$ cat src/rtl/yf_pkg.sv
// Shared definitions for the yfcpu core and its program loader.
package yf_pkg;

    localparam int im_size = 8;
    localparam int rf_size = 4;
    localparam int iw_size = 16;

    localparam logic [3:0] OP_HALT = 4'h0;
    localparam logic [3:0] OP_LRI  = 4'h1;
    localparam logic [3:0] OP_ADD  = 4'h2;
    localparam logic [3:0] OP_OR   = 4'h3;
    localparam logic [3:0] OP_XOR  = 4'h4;

    localparam logic [7:0] SYNC_BYTE = 8'hA5;

    typedef enum logic [2:0] {
        ST_IDLE = 3'd0,
        ST_LEN  = 3'd1,
        ST_HI   = 3'd2,
        ST_LO   = 3'd3,
        ST_SUM  = 3'd4,
        ST_RUN  = 3'd5,
        ST_ERR  = 3'd6
    } ld_state_e;

endpackage

$ cat src/rtl/yf_prog_loader.sv
// Byte-serial framed image loader: SYNC, LEN, 2*LEN payload bytes (high first), SUM.
// Writes assembled words into instruction memory and gates the core's reset.
module yf_prog_loader #(
    parameter int im_size   = yf_pkg::im_size,
    parameter int iw_size   = yf_pkg::iw_size,
    parameter bit BOOT_HOLD = 1'b0
) (
    input  logic               clk,
    input  logic               rst,
    input  logic [7:0]         in_data,
    input  logic               in_valid,
    output logic               in_ready,
    output logic               imem_we,
    output logic [im_size-1:0] imem_addr,
    output logic [iw_size-1:0] imem_wdata,
    output logic               cpu_rst,
    output logic               load_done,
    output logic               load_err,
    output logic [im_size:0]   words_loaded
);

    localparam logic [2:0] S_IDLE = yf_pkg::ST_IDLE;
    localparam logic [2:0] S_LEN  = yf_pkg::ST_LEN;
    localparam logic [2:0] S_HI   = yf_pkg::ST_HI;
    localparam logic [2:0] S_LO   = yf_pkg::ST_LO;
    localparam logic [2:0] S_SUM  = yf_pkg::ST_SUM;
    localparam logic [2:0] S_RUN  = yf_pkg::ST_RUN;
    localparam logic [2:0] S_ERR  = yf_pkg::ST_ERR;

    localparam logic [9:0]     MAX_WORDS = 10'(1 << im_size);
    localparam logic [im_size:0] WL_ONE  = {{im_size{1'b0}}, 1'b1};

    logic [2:0]         state_reg, state_next;
    logic [9:0]         len_reg, len_next;
    logic [7:0]         hi_reg, hi_next;
    logic [7:0]         sum_reg, sum_next;
    logic               ready_reg;
    logic               we_reg, we_next;
    logic [im_size-1:0] addr_reg, addr_next;
    logic [iw_size-1:0] wdata_reg, wdata_next;
    logic               crst_reg, crst_next;
    logic               done_reg, done_next;
    logic               err_reg, err_next;
    logic [im_size:0]   wl_reg, wl_next;

    logic       accept;
    logic [9:0] len_eff;
    logic [9:0] wl_inc;

    assign accept  = in_valid && ready_reg;
    // LEN of zero encodes a full 256-word image
    assign len_eff = (in_data == 8'h00) ? 10'd256 : {2'b00, in_data};
    assign wl_inc  = 10'(wl_reg) + 10'd1;

    always_comb begin
        state_next = state_reg;
        len_next   = len_reg;
        hi_next    = hi_reg;
        sum_next   = sum_reg;
        we_next    = 1'b0;
        addr_next  = addr_reg;
        wdata_next = wdata_reg;
        crst_next  = crst_reg;
        done_next  = 1'b0;
        err_next   = err_reg;
        wl_next    = wl_reg;

        case (state_reg)
            S_IDLE, S_RUN, S_ERR: begin
                if (accept && in_data == yf_pkg::SYNC_BYTE) begin
                    state_next = S_LEN;
                    crst_next  = 1'b1;
                    err_next   = 1'b0;
                    wl_next    = '0;
                end
            end
            S_LEN: begin
                if (accept) begin
                    sum_next  = 8'h00;
                    addr_next = '0;
                    if (len_eff > MAX_WORDS) begin
                        state_next = S_ERR;
                        err_next   = 1'b1;
                    end else begin
                        len_next   = len_eff;
                        state_next = S_HI;
                    end
                end
            end
            S_HI: begin
                if (accept) begin
                    hi_next    = in_data;
                    sum_next   = sum_reg + in_data;
                    state_next = S_LO;
                end
            end
            S_LO: begin
                if (accept) begin
                    we_next    = 1'b1;
                    wdata_next = iw_size'({hi_reg, in_data});
                    addr_next  = wl_reg[im_size-1:0];
                    wl_next    = wl_reg + WL_ONE;
                    sum_next   = sum_reg + in_data;
                    state_next = (wl_inc == len_reg) ? S_SUM : S_HI;
                end
            end
            S_SUM: begin
                if (accept) begin
                    if (in_data == sum_reg) begin
                        state_next = S_RUN;
                        crst_next  = 1'b0;
                        done_next  = 1'b1;
                    end else begin
                        state_next = S_ERR;
                        err_next   = 1'b1;
                    end
                end
            end
            default: state_next = S_IDLE;
        endcase
    end

    always_ff @(posedge clk) begin
        if (rst) begin
            state_reg <= S_IDLE;
            len_reg   <= '0;
            hi_reg    <= '0;
            sum_reg   <= '0;
            ready_reg <= 1'b0;
            we_reg    <= 1'b0;
            addr_reg  <= '0;
            wdata_reg <= '0;
            crst_reg  <= BOOT_HOLD;
            done_reg  <= 1'b0;
            err_reg   <= 1'b0;
            wl_reg    <= '0;
        end else begin
            state_reg <= state_next;
            len_reg   <= len_next;
            hi_reg    <= hi_next;
            sum_reg   <= sum_next;
            ready_reg <= 1'b1;
            we_reg    <= we_next;
            addr_reg  <= addr_next;
            wdata_reg <= wdata_next;
            crst_reg  <= crst_next;
            done_reg  <= done_next;
            err_reg   <= err_next;
            wl_reg    <= wl_next;
        end
    end

    assign in_ready     = ready_reg;
    assign imem_we      = we_reg;
    assign imem_addr    = addr_reg;
    assign imem_wdata   = wdata_reg;
    assign cpu_rst      = crst_reg;
    assign load_done    = done_reg;
    assign load_err     = err_reg;
    assign words_loaded = wl_reg;

endmodule

$ cat config.mk
export PLATFORM = sky130hd
export DESIGN_NAME = yf_prog_loader
export DESIGN_NICKNAME = d
export VERILOG_FILES = /design/src/rtl/yf_pkg.sv /design/src/rtl/yf_prog_loader.sv
export SDC_FILE = /design/constraint.sdc
export NUM_CORES = 1
export LEC_CHECK = 0
export CORE_MARGIN = 5
export CORE_UTILIZATION = 35
export DETAILED_ROUTE_END_ITERATION = 10
export RECOVER_POWER = 50
export REMOVE_ABC_BUFFERS = 1
export SLEW_MARGIN = 20
export SYNTH_ARGS = -nofsm -noshare
export SYNTH_HDL_FRONTEND = slang
export SYNTH_SLANG_ARGS = --single-unit
$ cat constraint.sdc
create_clock -name clk -period 3 [get_ports clk]
set_clock_uncertainty 0.05 [all_clocks]
set_input_delay 0.6 -clock clk [delete_from_list [all_inputs] [get_ports clk]]
set_output_delay 0.6 -clock clk [all_outputs]
set_load 0.01 [all_outputs]
==> results of run 1 <==
## cells by family (layout without fill, tap and decap cells)
group / after synthesis / after routing
and+or+nand+nor: 145 / 145
adders and majority gates: 9 / 9
buffers and inverters: 29 / 82
muxes: 18 / 18
AOI/OAI and AO/OA: 82 / 82
DFF: 66 / 66
xor gates and xnor gates: 17 / 17
## worst max-delay path, cell delays in order
cell                              delay [ns]
sky130_fd_sc_hd__clkdlybuf4s50_1        0.62
sky130_fd_sc_hd__ha_1                   0.29
sky130_fd_sc_hd__a21oi_1                0.19
sky130_fd_sc_hd__o211ai_1               0.16
sky130_fd_sc_hd__o41ai_1                0.32
sky130_fd_sc_hd__xnor2_1                0.17
sky130_fd_sc_hd__mux2_2                 0.35
sky130_fd_sc_hd__a21oi_1                0.11
## power groups by stage
stage	logic (W)	clock network, W	registers, W
finish	0.0000689	0.000784	0.000876
global route	0.0000748	0.000834	0.000876
CTS	0.0000708	0.000801	0.000876
detailed placement	0.0000704	0	0.000897
global placement	0.0000697	0	0.000897
floorplan	0.0000210	0	0.000897
## through the flow
stage               cells  total power (W)
finish                527          0.00173
global route          527          0.00179
CTS                   527          0.00175
detailed placement    511         0.000967
global placement      511         0.000967
floorplan             341         0.000918
## layer usage
layer | wire, um | part of all wire, % | up-vias
li1 | - | - | 1379
met1 | 3520 | 47 | 1271
met2 | 3580 | 47 | 68
met3 | 395 | 5.2 | 8
met4 | 76 | 1.0 | 0
met5 | 0 | 0 | -
## layout by cell type (no fill, tap or decap), drive strengths merged, types with 3 or more instances in the layout
cell	n
a21oi	35
a22o	8
a22oi	5
a311oi	4
and2	4
and3	4
buf	12
clkbuf	12
clkdlybuf4s50	11
dfxtp	66
dlygate4sd3	36
ha	8
inv	8
mux2i	17
nand2	52
nand2b	3
nand3	12
nand4	4
nor2	42
nor2b	3
nor3	12
o21ai	14
xnor2	10
xor2	7
## how the worst max path moves through the flow
| stage | endpoint | slack [ns] | depth (start not counted) |
|---|---|---|---|
| floorplan | cpu_rst | 0.80 | 6 |
| global placement | sum_reg[7] | 0.12 | 8 |
| detailed placement | sum_reg[7] | 0.07 | 8 |
| CTS | sum_reg[7] | 0.42 | 8 |
| global route | sum_reg[7] | 0.19 | 8 |
| finish | sum_reg[7] | 0.42 | 8 |
## layout make-up
class	count	area [um2]	area share (%)
clock buffer	9	124	3.18
clock inverter	7	82.6	2.12
inverter	4	15.0	0.386
multi-input combinational	271	1640	42.2
sequential	66	1320	33.9
tap	108	135	3.47
timing repair buffer	62	572	14.7
==> qor_table.md, run 1 <==
| Item | Value | Unit |
| --- | --- | --- |
| Outcome | finished clean | - |
| Clock share of power | 45.3 | % |
| Half-perimeter wire length after placement | 5530 | um |
| DRT antenna net count | 0 | - |
| Average size of a mapped cell | 8.41 | um2 |
| Min-delay src | imem_wdata[2] | - |
| Clock tree from TritonCTS | done | - |
| Required arrival time at the worst endpoint | 3.22 | ns |
| Standby leakage power | 1.49 | nW |
| Cell-internal power | 0.00130 | W |
| Max VDD drop | 0.303 | mV |
| Worst Path Max Fanout | 6 | - |
| CTS hold repair buffers | 0 | - |
| Number of max-slew violations in the final report | 0 | - |
| Min Hold Slack | 0.405 | ns |
| Arrival @ worst endpoint | 2.80 | ns |
| Number of instances resized during post-cts repair | 0 | - |
| Clock period minus final worst setup slack | 2.58 | ns |
| DRC violation count after routing | 0 | - |
| Max H-tree Level | 3 | - |
| Most frequently used cell type in the post-synthesis netlist | sky130_fd_sc_hd__dfxtp_1 | - |
| Combinational family with the most area after synthesis | simple AND/OR/NAND/NOR gates | - |
| Root buf cell | sky130_fd_sc_hd__clkbuf_8 | - |
| Cells on Worst Hold Path | 2 | - |
| Worst Setup SP | in_data[1] | - |
| RSZ-0062 raised after global routing | false | - |
| R2R Path End | hi_reg[2] | - |
| Maximum count of clock buffers along a single path | 2 | - |
| Synthesis Warnings | 0 | - |
| Final setup violation count | 0 | - |
| Share of flip-flops with an asynchronous set or reset after synthesis | 0 | % |
| #FFs+latches synth | 66 | - |
| Max transition margin | 18.8 | % |
| IO Port Bufs | 48 | - |
| Die extent in y | 104 | um |
| Final hold violation count | 0 | - |
| Layout Cell Area excl Fill | 3890 | um2 |
| Sequential share of power | 50.7 | % |
| # IOs | 49 | - |
| Worst Hold Class | flip-flop to flip-flop | - |
| Worst-case hold path end point | imem_wdata[2] | - |
| Global-route met3 utilization | 3.73 | % |
| Busiest layer in global routing | met2 | - |
| Post-synthesis instance area | 3080 | um2 |
| FF-to-FF path depth | 7 | - |
| Iteration count of the initial detailed-routing pass | 4 | - |
| Insertion delay of the later-clocked pin in the worst-skew pair | 0.34 | ns |
| Commonest cells in the synthesized netlist | sky130_fd_sc_hd__dfxtp_1 (66), sky130_fd_sc_hd__nand2_1 (52), sky130_fd_sc_hd__nor2_1 (42) | - |
| Antenna violations before repair | 0 | - |
| Number of distinct library cell variants in the gate-level netlist after synthesis | 46 | - |
| Fill cells | 853 | - |
| Kind of end point of the critical path | flip-flop | - |
| First-pass GRT wire length | 12,800 | um |
| Count of flip-flops with a built-in enable after synthesis | 0 | - |
| Register-to-register path setup slack | 0.89 | ns |
| Setup repair bufs after CTS | 0 | - |
| Dominant synthesized flop cell | sky130_fd_sc_hd__dfxtp_1 | - |
| Dominant cell type by area after synthesis | sky130_fd_sc_hd__dfxtp_1 | - |
| Largest net degree at the start of global routing | 34 | - |
| Highest Clock Rate | 388 | MHz |
| Via-per-instance ratio | 5.17 | - |
| GR met1 Demand/Resource | 18.2 | % |
| Die boundary width | 104 | um |
| Worst Slack Setup Final | 0.420 | ns |
| Fraction of the yosys area taken by sequential cells | 42.9 | % |
| Area delta synth->final | 26.5 | % |
| Xor/xnor share of the synthesized area | 4.84 | % |
| Measured slew at the worst slew-check pin | 1.22 | ns |
| Number of global-route vias before repair | 2,623 | - |
| Vias post-DR | 2,726 | - |
| Power dissipated by switching net loads | 0.000429 | W |
| Residual overflow from global routing | 0 | - |
| Cell count after synthesis | 366 | - |
| Routed length per instance | 14.4 | um |
| Launch point of the worst reg-to-reg path | state_reg[1] | - |
| Max FFs per register | 16 | - |
| Category of the worst setup path launch point | primary input | - |
| Aggregate negative setup slack | 0 | ns |
| Final critical-path share of the clock period | 86.0 | % |
| Complex-gate fraction of the synthesized area | 17.5 | % |
| Switching part of the total power | 24.8 | % |
| Final wirelength | 7560 | um |
| Placeable Area | 8640 | um2 |
| Antenna cell count | 0 | - |
| Number of rows created at floorplan | 34 | - |
| Total number of nets in the final design | 434 | - |
| Total track usage | 14.1 | % |
| Full die area | 10,800 | um2 |
| Post-Synth Simple-Gate Area | 21.2 | % |
| Met2 routing resource usage after global routing | 22.7 | % |
| Combinational group share of total power | 4.0 | % |
| Share of synthesized cell area in full adder, half adder and majority cells | 3.90 | % |
| Routability-driven placement congestion ratio | 0.820 | - |
| Layout cell share with drive strength beyond 1 | 8.11 | % |
| Portion of synthesized cell area occupied by the leading cell type | 42.9 | % |
| Maximum Capacitance Violations | 0 | - |
| Place WS | 0.0678 | ns |
| Number of buffers added by the clock tree synthesis step | 9 | - |
| Detailed router's first-iteration violation count | 91 | - |
| Starting density of the core | 35.6 | % |
| Number of clock sinks | 66 | - |
| Power density over the cells | 444 | nW/um2 |
| Synth top area cells | sky130_fd_sc_hd__dfxtp_1 (43%), sky130_fd_sc_hd__nand2_1 (6.3%), sky130_fd_sc_hd__a21oi_1 (5.7%) | - |
| Critical setup path kind | primary input to flip-flop | - |
| Portion of netlist area occupied by mux cells | 5.89 | % |
| Placed cell areas | 3690 | um2 |
| Clock-pin transition on the worst setup and hold timing paths | 0.08 | ns |
| Utilization after layout | 45.1 | % |
Note: power is estimated with default switching activity, not from simulation.
==> run 2: changes to the inputs <==
--- a/config.mk
+++ b/config.mk
@@ -10,6 +10,7 @@
 export DETAILED_ROUTE_END_ITERATION = 10
 export RECOVER_POWER = 50
 export REMOVE_ABC_BUFFERS = 1
+export SKIP_CTS_REPAIR_TIMING = 1
 export SLEW_MARGIN = 20
 export SYNTH_ARGS = -nofsm -noshare
 export SYNTH_HDL_FRONTEND = slang
==> results of run 2 <==
No change in the layout: final DEF, timing and power equal those of run 1.
